==> src/rtl/controlador_forno_pkg.sv <==
// Shared types and default constants for the microwave oven timer controller.
// The optional done alarm is enabled by defining CONTROLADOR_FORNO_ALARME_EN.
package controlador_forno_pkg;

   typedef enum logic [1:0] {
      ST_IDLE  = 2'd0,
      ST_RUN   = 2'd1,
      ST_PAUSE = 2'd2,
      ST_DONE  = 2'd3
   } state_t;

   localparam int TEMPO_W          = 7;
   localparam int DEF_INC_SEC      = 15;
   localparam int DEF_MAX_ADDS     = 4;
   localparam int DEF_MAX_TIME     = 99;
   localparam int DEF_ALARM_CYCLES = 8;

endpackage

==> src/rtl/detector_borda.sv <==
// Registered rising-edge detector for an already debounced button level.
// The first cycle after reset only records the level, so a held button never fires.
module detector_borda (
   input  logic CK,
   input  logic reset_n,
   input  logic sinal,
   output logic borda
);

   logic prev_q, prev_d;
   logic armado_q, armado_d;

   always_comb begin
      prev_d   = sinal;
      armado_d = 1'b1;
   end

   // NOTE: reset is sampled on the clock edge; flops use non-blocking assignments only.
   always_ff @(posedge CK) begin
      if (!reset_n) begin
         prev_q   <= 1'b0;
         armado_q <= 1'b0;
      end else begin
         prev_q   <= prev_d;
         armado_q <= armado_d;
      end
   end

   assign borda = sinal & ~prev_q & armado_q;

endmodule

==> src/rtl/controlador_forno.sv <==
// Microwave oven countdown controller: start/add buttons, lid pause, 1 Hz countdown.
// Define CONTROLADOR_FORNO_ALARME_EN to add the alarme output and a multi-cycle DONE.
module controlador_forno
   import controlador_forno_pkg::*;
#(
   parameter int INC_SEC      = DEF_INC_SEC,
   parameter int MAX_ADDS     = DEF_MAX_ADDS,
   parameter int MAX_TIME     = DEF_MAX_TIME,
   parameter int ALARM_CYCLES = DEF_ALARM_CYCLES
) (
   input  logic               CK,
   input  logic               reset_n,
   input  logic               ini,
   input  logic               adicionar,
   input  logic               tampa,
   input  logic               tick_1s,
   output logic [TEMPO_W-1:0] tempo,
   output logic               TemR,
   output logic [1:0]         estado
`ifdef CONTROLADOR_FORNO_ALARME_EN
   ,
   output logic               alarme
`endif
);

   localparam int ADDS_W = $clog2(MAX_ADDS + 1);

   if (INC_SEC < 1 || INC_SEC > MAX_TIME || MAX_TIME > (2 ** TEMPO_W) - 1 ||
       MAX_ADDS < 1 || ALARM_CYCLES < 1) begin : g_param_err
      $error("controlador_forno: parameter set out of range");
   end

   logic ini_borda;
   logic adic_borda;

   detector_borda u_borda_ini (
      .CK      (CK),
      .reset_n (reset_n),
      .sinal   (ini),
      .borda   (ini_borda)
   );

   detector_borda u_borda_adic (
      .CK      (CK),
      .reset_n (reset_n),
      .sinal   (adicionar),
      .borda   (adic_borda)
   );

   state_t               estado_q, estado_d;
   logic [TEMPO_W-1:0]   tempo_q, tempo_d;
   logic [ADDS_W-1:0]    adds_left_q, adds_left_d;
   int                   tempo_calc;
   logic                 add_ok;

`ifdef CONTROLADOR_FORNO_ALARME_EN
   localparam int ALARM_W = $clog2(ALARM_CYCLES + 1);
   logic [ALARM_W-1:0]   alarm_cnt_q, alarm_cnt_d;
`endif

   // NOTE: every signal gets a default first so no path can infer a latch.
   always_comb begin
      estado_d    = estado_q;
      tempo_d     = tempo_q;
      adds_left_d = adds_left_q;
      tempo_calc  = int'(tempo_q);
      add_ok      = 1'b0;
`ifdef CONTROLADOR_FORNO_ALARME_EN
      alarm_cnt_d = alarm_cnt_q;
`endif

      unique case (estado_q)
         ST_IDLE: begin
            if (ini_borda && !tampa) begin
               tempo_d     = TEMPO_W'(INC_SEC);
               adds_left_d = ADDS_W'(MAX_ADDS - 1);
               estado_d    = ST_RUN;
            end
         end

         ST_RUN: begin
            // Opening the lid freezes everything else that happens in this cycle.
            if (tampa) begin
               estado_d = ST_PAUSE;
            end else begin
               add_ok = adic_borda && (adds_left_q != '0);
               if (tick_1s) begin
                  tempo_calc = tempo_calc - 1;
               end
               if (add_ok) begin
                  tempo_calc  = tempo_calc + INC_SEC;
                  adds_left_d = adds_left_q - ADDS_W'(1);
               end
               if (tempo_calc > MAX_TIME) begin
                  tempo_calc = MAX_TIME;
               end
               tempo_d = TEMPO_W'(tempo_calc);
               if (tempo_calc == 0) begin
                  estado_d = ST_DONE;
               end
            end
         end

         ST_PAUSE: begin
            if (!tampa) begin
               estado_d = ST_RUN;
            end
         end

         ST_DONE: begin
            tempo_d = '0;
`ifdef CONTROLADOR_FORNO_ALARME_EN
            if (alarm_cnt_q == ALARM_W'(ALARM_CYCLES - 1)) begin
               alarm_cnt_d = '0;
               estado_d    = ST_IDLE;
            end else begin
               alarm_cnt_d = alarm_cnt_q + ALARM_W'(1);
            end
`else
            estado_d = ST_IDLE;
`endif
         end

         default: estado_d = ST_IDLE;
      endcase
   end

   always_ff @(posedge CK) begin
      if (!reset_n) begin
         estado_q    <= ST_IDLE;
         tempo_q     <= '0;
         adds_left_q <= '0;
`ifdef CONTROLADOR_FORNO_ALARME_EN
         alarm_cnt_q <= '0;
`endif
      end else begin
         estado_q    <= estado_d;
         tempo_q     <= tempo_d;
         adds_left_q <= adds_left_d;
`ifdef CONTROLADOR_FORNO_ALARME_EN
         alarm_cnt_q <= alarm_cnt_d;
`endif
      end
   end

   assign tempo  = tempo_q;
   assign TemR   = (tempo_q != '0);
   assign estado = estado_q;
`ifdef CONTROLADOR_FORNO_ALARME_EN
   assign alarme = (estado_q == ST_DONE);
`endif

endmodule

==> config.mk <==
export PLATFORM = sky130hd
export DESIGN_NAME = controlador_forno
export DESIGN_NICKNAME = d
export VERILOG_FILES = /design/src/rtl/controlador_forno_pkg.sv /design/src/rtl/detector_borda.sv /design/src/rtl/controlador_forno.sv
export SDC_FILE = /design/constraint.sdc
export NUM_CORES = 1
export LEC_CHECK = 0
export CORE_ASPECT_RATIO = 0.6
export CORE_MARGIN = 1
export CORE_UTILIZATION = 45
export CTS_BUF_LIST = sky130_fd_sc_hd__clkbuf_8 sky130_fd_sc_hd__clkbuf_16
export DETAILED_ROUTE_END_ITERATION = 7
export HOLD_SLACK_MARGIN = 0.06
export MAX_ROUTING_LAYER = met4
export PLACE_DENSITY = 0.66
export SLEW_MARGIN = 0
export SYNTH_ARGS = -nofsm -noshare
export SYNTH_HDL_FRONTEND = slang
export SYNTH_SLANG_ARGS = --single-unit
==> constraint.sdc <==
create_clock -name CK -period 9.45 [get_ports CK]
set_input_delay 1.89 -clock CK [delete_from_list [all_inputs] [get_ports CK]]
set_output_delay 1.89 -clock CK [all_outputs]
set_load 0.05 [all_outputs]
==> impl_metrics.xml, run 1 <==
<?xml version="1.0" encoding="UTF-8"?>
<metrics>
  <group name="layout">
    <metric name="final_area" unit="um^2">1730</metric>
    <metric name="final-instance-count-excl-fill" unit="">241</metric>
    <metric name="diodes" unit="">0</metric>
    <metric name="layout-drive-gt1-share" unit="">0.117</metric>
    <metric name="design.final.nets" unit="">217</metric>
    <metric name="area_growth_syn_to_layout" unit="%">12.4</metric>
  </group>
  <group name="route">
    <metric name="number_of_nets_with_antenna_violations_after_detailed_routing" unit="">0</metric>
    <metric name="final_routed_drc_violation_total" unit="">0</metric>
    <metric name="wl_met1" unit="um">1800</metric>
    <metric name="dr_wl_met3" unit="um">420</metric>
    <metric name="wl_met2" unit="um">1500</metric>
    <metric name="route.top_layer_used" unit="">met3</metric>
    <metric name="totalWireLength" unit="um">3710</metric>
    <metric name="detailedRoute.firstIterationViolations" unit="">180</metric>
    <metric name="detailroute.via_count" unit="">1468</metric>
    <metric name="via_per_inst" unit="">6.09</metric>
    <metric name="routedWlPerCell" unit="um">15.4</metric>
    <metric name="dr.pass1.iters" unit="">4</metric>
  </group>
  <group name="critical_path">
    <metric name="cp-start-kind" unit="">input port</metric>
    <metric name="crit_path_cell_trace" unit="">clkdlybuf4s50_1, nor4b_4, nand2_1, xor2_1, a2111o_1, ha_1, nor4b_1, nand4_1, a21oi_1, o21ai_0, o31a_4, o21ai_4, a311oi_1</metric>
    <metric name="critPathCaptureType" unit="">register</metric>
    <metric name="crit_path_dat" unit="ps">5370</metric>
    <metric name="worstPathRequired" unit="ps">9560</metric>
    <metric name="cp_slowest_stage_delay" unit="ps">620</metric>
    <metric name="critical_path_class" unit="">in -&gt; reg</metric>
    <metric name="critical_path.slowest_cell" unit="">sky130_fd_sc_hd__clkdlybuf4s50_1</metric>
    <metric name="crit_path_max_fanout" unit="">9</metric>
  </group>
  <group name="global_routing">
    <metric name="via_count_of_the_first_global_routing_pass" unit="">1241</metric>
    <metric name="grt_max_degree" unit="">22</metric>
    <metric name="grt.overflow.total" unit="">0</metric>
    <metric name="overall_global_routing_usage" unit="">0.219</metric>
    <metric name="antenna_violations_before_repair" unit="">0</metric>
    <metric name="grt_first_pass_wirelength" unit="um">5960</metric>
  </group>
  <group name="power">
    <metric name="power.net_switching" unit="mW">0.104</metric>
    <metric name="power.leakage" unit="nW">0.657</metric>
    <metric name="internal_power" unit="mW">0.142</metric>
    <metric name="seq_power_share" unit="">0.298</metric>
    <metric name="worst_ir_drop_vdd" unit="mV">0.0657</metric>
    <metric name="combinationalPowerShare" unit="">0.498</metric>
    <metric name="power_switching_share" unit="">0.421</metric>
    <metric name="clock_power_share" unit="">0.204</metric>
    <metric name="power_density" unit="nW/um^2">142</metric>
  </group>
  <group name="floorplanning">
    <metric name="core-area" unit="um^2">3260</metric>
    <metric name="dieArea" unit="um^2">3660</metric>
    <metric name="rows" unit="">16</metric>
    <metric name="start_util" unit="">0.471</metric>
    <metric name="top_level_ports" unit="">16</metric>
    <metric name="die_h" unit="um">47.3</metric>
    <metric name="dieWidth" unit="um">77.4</metric>
  </group>
  <group name="yosys">
    <metric name="synth_top_family_by_area" unit="">simple AND/OR/NAND/NOR gates</metric>
    <metric name="ys_async_sr_fraction" unit="">0</metric>
    <metric name="netlist_top_cells_area" unit="">sky130_fd_sc_hd__dfxtp_1 20%, sky130_fd_sc_hd__ha_1 11%, sky130_fd_sc_hd__nand2_1 5.4%</metric>
    <metric name="synth_cell_type_count" unit="">57</metric>
    <metric name="synth-compound-area-share" unit="">0.219</metric>
    <metric name="yosys.area.top_type" unit="">sky130_fd_sc_hd__dfxtp_1</metric>
    <metric name="synthMuxAreaShare" unit="">0.00733</metric>
    <metric name="post_synthesis_cell_area" unit="um^2">1540</metric>
    <metric name="edff_count_synth" unit="">0</metric>
    <metric name="synthMostInstantiatedCell" unit="">sky130_fd_sc_hd__nand2_1</metric>
    <metric name="synth_top_cells_by_count" unit="">22 x sky130_fd_sc_hd__nand2_1, 15 x sky130_fd_sc_hd__dfxtp_1, 14 x sky130_fd_sc_hd__ha_1, 14 x sky130_fd_sc_hd__nor2_1, 9 x sky130_fd_sc_hd__a21oi_1</metric>
    <metric name="ys_ff_latch" unit="">15</metric>
    <metric name="mean_instance_size_in_the_synthesized_netlist" unit="um^2">8.31</metric>
    <metric name="post_synthesis_adder_cell_area_fraction" unit="">0.114</metric>
    <metric name="synth.top_cell.area_share" unit="">0.195</metric>
    <metric name="synth-simple-area-share" unit="">0.315</metric>
    <metric name="synth-seq-area-share" unit="">0.195</metric>
    <metric name="synth.yosys.warnings" unit="">0</metric>
    <metric name="postSynthCellCount" unit="">185</metric>
    <metric name="synth-main-ff-cell" unit="">sky130_fd_sc_hd__dfxtp_1</metric>
    <metric name="synth.net_count" unit="">205</metric>
    <metric name="yosys.area_share.xor_xnor" unit="">0.0896</metric>
  </group>
  <group name="run">
    <metric name="drv_cap" unit="">0</metric>
  </group>
  <group name="sta">
    <metric name="layout_setup_ws" unit="ps">4190</metric>
    <metric name="worstMarginPinSlew" unit="ps">893</metric>
    <metric name="timing.final.hold_violations" unit="">0</metric>
    <metric name="rsz0062_at_grt" unit="">no</metric>
    <metric name="min_period_over_period" unit="">0.557</metric>
    <metric name="final_max_slew_viol_count" unit="">0</metric>
    <metric name="timing.setup.tns" unit="ps">0</metric>
    <metric name="max_freq" unit="GHz">0.190</metric>
    <metric name="final_period_minus_worst_setup_slack" unit="ps">5260</metric>
    <metric name="final-setup-viol-count" unit="">0</metric>
    <metric name="maxSlewHeadroom" unit="">0.399</metric>
    <metric name="worst_clock_skew" unit="ps">2.84</metric>
    <metric name="holdWs" unit="ps">491</metric>
  </group>
  <group name="worst_hold_path">
    <metric name="classification_of_the_worst_slack_hold_path" unit="">reg -&gt; reg</metric>
  </group>
  <group name="clock_tree">
    <metric name="clk_pin_slew" unit="ps">60</metric>
    <metric name="numCtsBuffers" unit="">3</metric>
    <metric name="tritoncts" unit="">yes</metric>
    <metric name="clock_tree.htree_level_count" unit="">1</metric>
    <metric name="clock-root-buffer" unit="">sky130_fd_sc_hd__clkbuf_8</metric>
    <metric name="post-cts-setup-buffer-count" unit="">0</metric>
    <metric name="clock_tree.buffer_depth" unit="">2</metric>
    <metric name="cts_hold_buf" unit="">0</metric>
    <metric name="cts.sinks" unit="">15</metric>
    <metric name="clk-insertion-delay-late" unit="ps">240</metric>
    <metric name="cts_resized" unit="">0</metric>
  </group>
  <group name="place">
    <metric name="port-buffer-count" unit="">15</metric>
    <metric name="post_dp_cell_area" unit="um^2">1680</metric>
    <metric name="finalWeightedCongestion" unit="">0.999</metric>
    <metric name="placed_cells_incl_taps" unit="">237</metric>
    <metric name="placement.setup.worst_slack" unit="ps">3960</metric>
    <metric name="hpwlAfterDp" unit="um">2900</metric>
  </group>
  <group name="outcome">
    <metric name="run_status" unit="">finished clean</metric>
  </group>
</metrics>
[critical path: cells and delay by family]
family          cells  cell delay, ps
buf+inv             1             620
compound gates      6            1260
fa+ha+maj           1             220
simple gates        4            1130
xor+xnor            1             230
[layer usage]
layer / GRT usage / vias up
met5: - / -
met4: 0.0264 / 0
met3: 0.0621 / 0
met2: 0.312 / 68
met1: 0.309 / 695
li1: - / 705
[final timing paths]
check | startpoint | endpoint | slack [ps] | cells past startpoint
min reg2reg | adds_left_q[0] | adds_left_q[0] | 490 | 1
max | tick_1s | tempo[5] | 4190 | 13
min | adds_left_q[0] | adds_left_q[0] | 490 | 1
max reg2reg | tempo[0] | tempo[5] | 5790 | 13
[metrics by stage]
step                power (mW)  utilization
floorplan                0.168            -
global placement         0.192        0.515
detailed placement       0.195        0.515
CTS                      0.245        0.529
global route             0.262        0.529
finish                   0.246        0.529
[power groups by stage]
stage | clock (mW) | sequential (mW) | combinational [mW]
after floorplan | 0 | 0.0805 | 0.0873
after global placement | 0 | 0.0742 | 0.118
after detailed placement | 0 | 0.0745 | 0.121
after CTS | 0.0506 | 0.0731 | 0.121
after global routing | 0.0536 | 0.0740 | 0.135
final | 0.0502 | 0.0732 | 0.122
[cell type report]
cell class                      instances  area, um^2
Tap cell                               45        56.3
Sequential cell                        15         300
Fill cell                             295        1540
Timing Repair Buffer                   15         150
Clock buffer                            3        41.3
Inverter                                8        30.0
Clock inverter                          1        3.75
Multi-Input combinational cell        154        1140
[sequential cells by signal (all words and copies together), names as in the netlist]
name                  count
u_borda_ini.prev_q        1
u_borda_ini.armado_q      1
adds_left_q               3
tempo                     7
estado                    2
u_borda_adic.prev_q       1
[logic make-up after synthesis]
| group | after synthesis |
|---|---|
| compound gates | 43 |
| xor+xnor | 14 |
| fa+ha+maj | 14 |
| buf+inv | 16 |
| flops | 15 |
| mux | 1 |
| simple gates | 82 |
[layout by cell type (no fill, tap or decap), types with 5 or more instances in the layout]
cell type,n
sky130_fd_sc_hd__nand2_1,22
sky130_fd_sc_hd__a21oi_1,9
sky130_fd_sc_hd__nand3b_1,5
sky130_fd_sc_hd__nor3_1,6
sky130_fd_sc_hd__o21ai_0,7
sky130_fd_sc_hd__dfxtp_1,15
sky130_fd_sc_hd__ha_1,14
sky130_fd_sc_hd__inv_1,9
sky130_fd_sc_hd__clkdlybuf4s50_1,15
sky130_fd_sc_hd__nor2_1,14
sky130_fd_sc_hd__xor2_1,8
(Power assumes the default switching activity.)
==> run 2: changes to the inputs <==
==> constraint.sdc (replaced) <==
create_clock -name CK -period 5.1 [get_ports CK]
set_input_delay 1.02 -clock CK [delete_from_list [all_inputs] [get_ports CK]]
set_output_delay 1.02 -clock CK [all_outputs]
set_load 0.05 [all_outputs]
==> run 2 against run 1 <==
Effect of this change:
- clock power increased by 82%
- cell area unchanged
- sequential power increased by 86%
- die area unchanged
- critical path type unchanged
- wire length decreased by 0.59%
==> impl_metrics.xml, run 2 (same netlist as run 1, synthesis figures left out) <==
<?xml version="1.0" encoding="UTF-8"?>
<metrics>
  <group name="outcome">
    <metric name="run_status" unit="">finished clean</metric>
  </group>
  <group name="route">
    <metric name="detailroute.via_count" unit="">1424</metric>
    <metric name="totalWireLength" unit="um">3690</metric>
    <metric name="detailedRoute.firstIterationViolations" unit="">131</metric>
    <metric name="dr.pass1.iters" unit="">4</metric>
    <metric name="number_of_nets_with_antenna_violations_after_detailed_routing" unit="">0</metric>
    <metric name="final_routed_drc_violation_total" unit="">0</metric>
    <metric name="via_per_inst" unit="">5.91</metric>
    <metric name="routedWlPerCell" unit="um">15.3</metric>
  </group>
  <group name="critical_path">
    <metric name="worstReg2RegEnd" unit="">tempo[5]</metric>
    <metric name="crit_path_max_fanout" unit="">9</metric>
    <metric name="timing.reg2reg.worst_path_depth" unit="">13</metric>
    <metric name="worstPathRequired" unit="ps">5210</metric>
    <metric name="critPathCaptureType" unit="">register</metric>
    <metric name="cp-start-kind" unit="">input port</metric>
    <metric name="worstReg2RegStart" unit="">tempo[0]</metric>
    <metric name="worst-r2r-setup-slack" unit="ps">1420</metric>
    <metric name="crit_path_dat" unit="ps">4520</metric>
    <metric name="critical_path_class" unit="">in -&gt; reg</metric>
  </group>
  <group name="run">
    <metric name="drv_cap" unit="">0</metric>
  </group>
  <group name="sta">
    <metric name="maxSlewHeadroom" unit="">0.415</metric>
    <metric name="holdWs" unit="ps">484</metric>
    <metric name="final-setup-viol-count" unit="">0</metric>
    <metric name="rsz0062_at_grt" unit="">no</metric>
    <metric name="worstMarginPinSlew" unit="ps">868</metric>
    <metric name="final_max_slew_viol_count" unit="">0</metric>
    <metric name="min_period_over_period" unit="">0.864</metric>
    <metric name="max_freq" unit="GHz">0.227</metric>
    <metric name="layout_setup_ws" unit="ps">692</metric>
    <metric name="final_period_minus_worst_setup_slack" unit="ps">4410</metric>
    <metric name="worst_clock_skew" unit="ps">1.07</metric>
    <metric name="timing.final.hold_violations" unit="">0</metric>
    <metric name="timing.setup.tns" unit="ps">0</metric>
  </group>
  <group name="layout">
    <metric name="multiInputGateArea" unit="um^2">1140</metric>
    <metric name="area_growth_syn_to_layout" unit="%">12.4</metric>
    <metric name="fillerInstances" unit="">308</metric>
    <metric name="final_common_cell" unit="">sky130_fd_sc_hd__nand2_1</metric>
    <metric name="most_frequent_cells_in_the_layout" unit="">22 x sky130_fd_sc_hd__nand2_1, 15 x sky130_fd_sc_hd__dfxtp_1, 15 x sky130_fd_sc_hd__clkdlybuf4s50_1</metric>
    <metric name="max_ffs_per_register" unit="">7</metric>
    <metric name="diodes" unit="">0</metric>
    <metric name="layout-drive-gt1-share" unit="">0.117</metric>
    <metric name="register_area" unit="um^2">300</metric>
    <metric name="design.final.nets" unit="">217</metric>
    <metric name="final_area" unit="um^2">1730</metric>
  </group>
  <group name="power">
    <metric name="power.leakage" unit="nW">0.657</metric>
    <metric name="p_total" unit="mW">0.454</metric>
    <metric name="power_density" unit="nW/um^2">263</metric>
    <metric name="worst_ir_drop_vdd" unit="mV">0.108</metric>
  </group>
  <group name="global_routing">
    <metric name="overall_global_routing_usage" unit="">0.219</metric>
    <metric name="antenna_violations_before_repair" unit="">0</metric>
    <metric name="grt_max_degree" unit="">22</metric>
    <metric name="via_count_of_the_first_global_routing_pass" unit="">1227</metric>
    <metric name="grt.overflow.total" unit="">0</metric>
    <metric name="grt_first_pass_wirelength" unit="um">5930</metric>
  </group>
  <group name="place">
    <metric name="port-buffer-count" unit="">15</metric>
    <metric name="hpwlAfterDp" unit="um">2890</metric>
    <metric name="finalWeightedCongestion" unit="">0.998</metric>
    <metric name="post_dp_cell_area" unit="um^2">1680</metric>
    <metric name="placement.setup.worst_slack" unit="ps">474</metric>
  </group>
  <group name="floorplanning">
    <metric name="dieWidth" unit="um">77.4</metric>
    <metric name="rows" unit="">16</metric>
    <metric name="start_util" unit="">0.471</metric>
    <metric name="die_h" unit="um">47.3</metric>
    <metric name="core-area" unit="um^2">3260</metric>
    <metric name="dieArea" unit="um^2">3660</metric>
    <metric name="top_level_ports" unit="">16</metric>
  </group>
  <group name="clock_tree">
    <metric name="cts_resized" unit="">0</metric>
    <metric name="cts.sinks" unit="">15</metric>
    <metric name="numCtsBuffers" unit="">3</metric>
    <metric name="clock_tree.htree_level_count" unit="">1</metric>
    <metric name="cts_hold_buf" unit="">0</metric>
    <metric name="clock_tree.buffer_depth" unit="">2</metric>
    <metric name="clock-root-buffer" unit="">sky130_fd_sc_hd__clkbuf_8</metric>
    <metric name="clk_pin_slew" unit="ps">60</metric>
    <metric name="clk-insertion-delay-late" unit="ps">240</metric>
    <metric name="tritoncts" unit="">yes</metric>
    <metric name="post-cts-setup-buffer-count" unit="">0</metric>
  </group>
  <group name="worst_hold_path">
    <metric name="hold_end" unit="">adds_left_q[0]</metric>
    <metric name="classification_of_the_worst_slack_hold_path" unit="">reg -&gt; reg</metric>
    <metric name="hold_start" unit="">adds_left_q[0]</metric>
    <metric name="hold-path-cell-count" unit="">1</metric>
  </group>
</metrics>
## run 2: area by class of cell
class,instances,share of cell area
flip-flops and latches,15,0.174
clock buffers,3,0.0239
inverters,8,0.0174
clock inverters,1,0.00217
repair buffers,15,0.0870
well taps,45,0.0326
multi-input cells,154,0.663
## run 2: metrics by stage
stage | util | instances
3_5_place_dp | 0.515 | 237
2_1_floorplan | - | 185
5_1_grt | 0.529 | 241
3_3_place_gp | 0.515 | 237
4_1_cts | 0.529 | 241
6_report | 0.529 | 241
## run 2: how the worst max path moves through the flow
stage / start / end / cells after the start
after floorplan: tick_1s / tempo[0] / 13
after CTS: tick_1s / tempo[5] / 13
after global routing: tick_1s / tempo[5] / 13
after detailed placement: tick_1s / tempo[5] / 13
final: tick_1s / tempo[5] / 13
after global placement: tick_1s / tempo[0] / 13
## run 2: per-layer routing
metal  GRT usage  wire [um]  up-vias
met2       0.317       1490       43
met3      0.0408        281        0
met5           -          0        -
met1       0.317       1920      670
met4      0.0340          0        0
li1            -          -      711
## run 2: power by group
part,switching [mW],internal [mW],total [mW]
clock,0.0383,0.0532,0.0915
combinational,0.139,0.0869,0.226
sequential,0.0124,0.124,0.136
## run 2: worst max-delay path, stage by stage
cell and delay (ps):
sky130_fd_sc_hd__clkdlybuf4s50_1 620, sky130_fd_sc_hd__nor4b_4 450, sky130_fd_sc_hd__nand2_1 120, sky130_fd_sc_hd__xor2_1 220, sky130_fd_sc_hd__a2111o_1 420, sky130_fd_sc_hd__ha_1 220, sky130_fd_sc_hd__nor4b_1 370, sky130_fd_sc_hd__nand4_1 200
sky130_fd_sc_hd__a21oi_1 200, sky130_fd_sc_hd__o21ai_0 120, sky130_fd_sc_hd__o31a_4 290, sky130_fd_sc_hd__o21ai_4 130, sky130_fd_sc_hd__a311oi_1 140
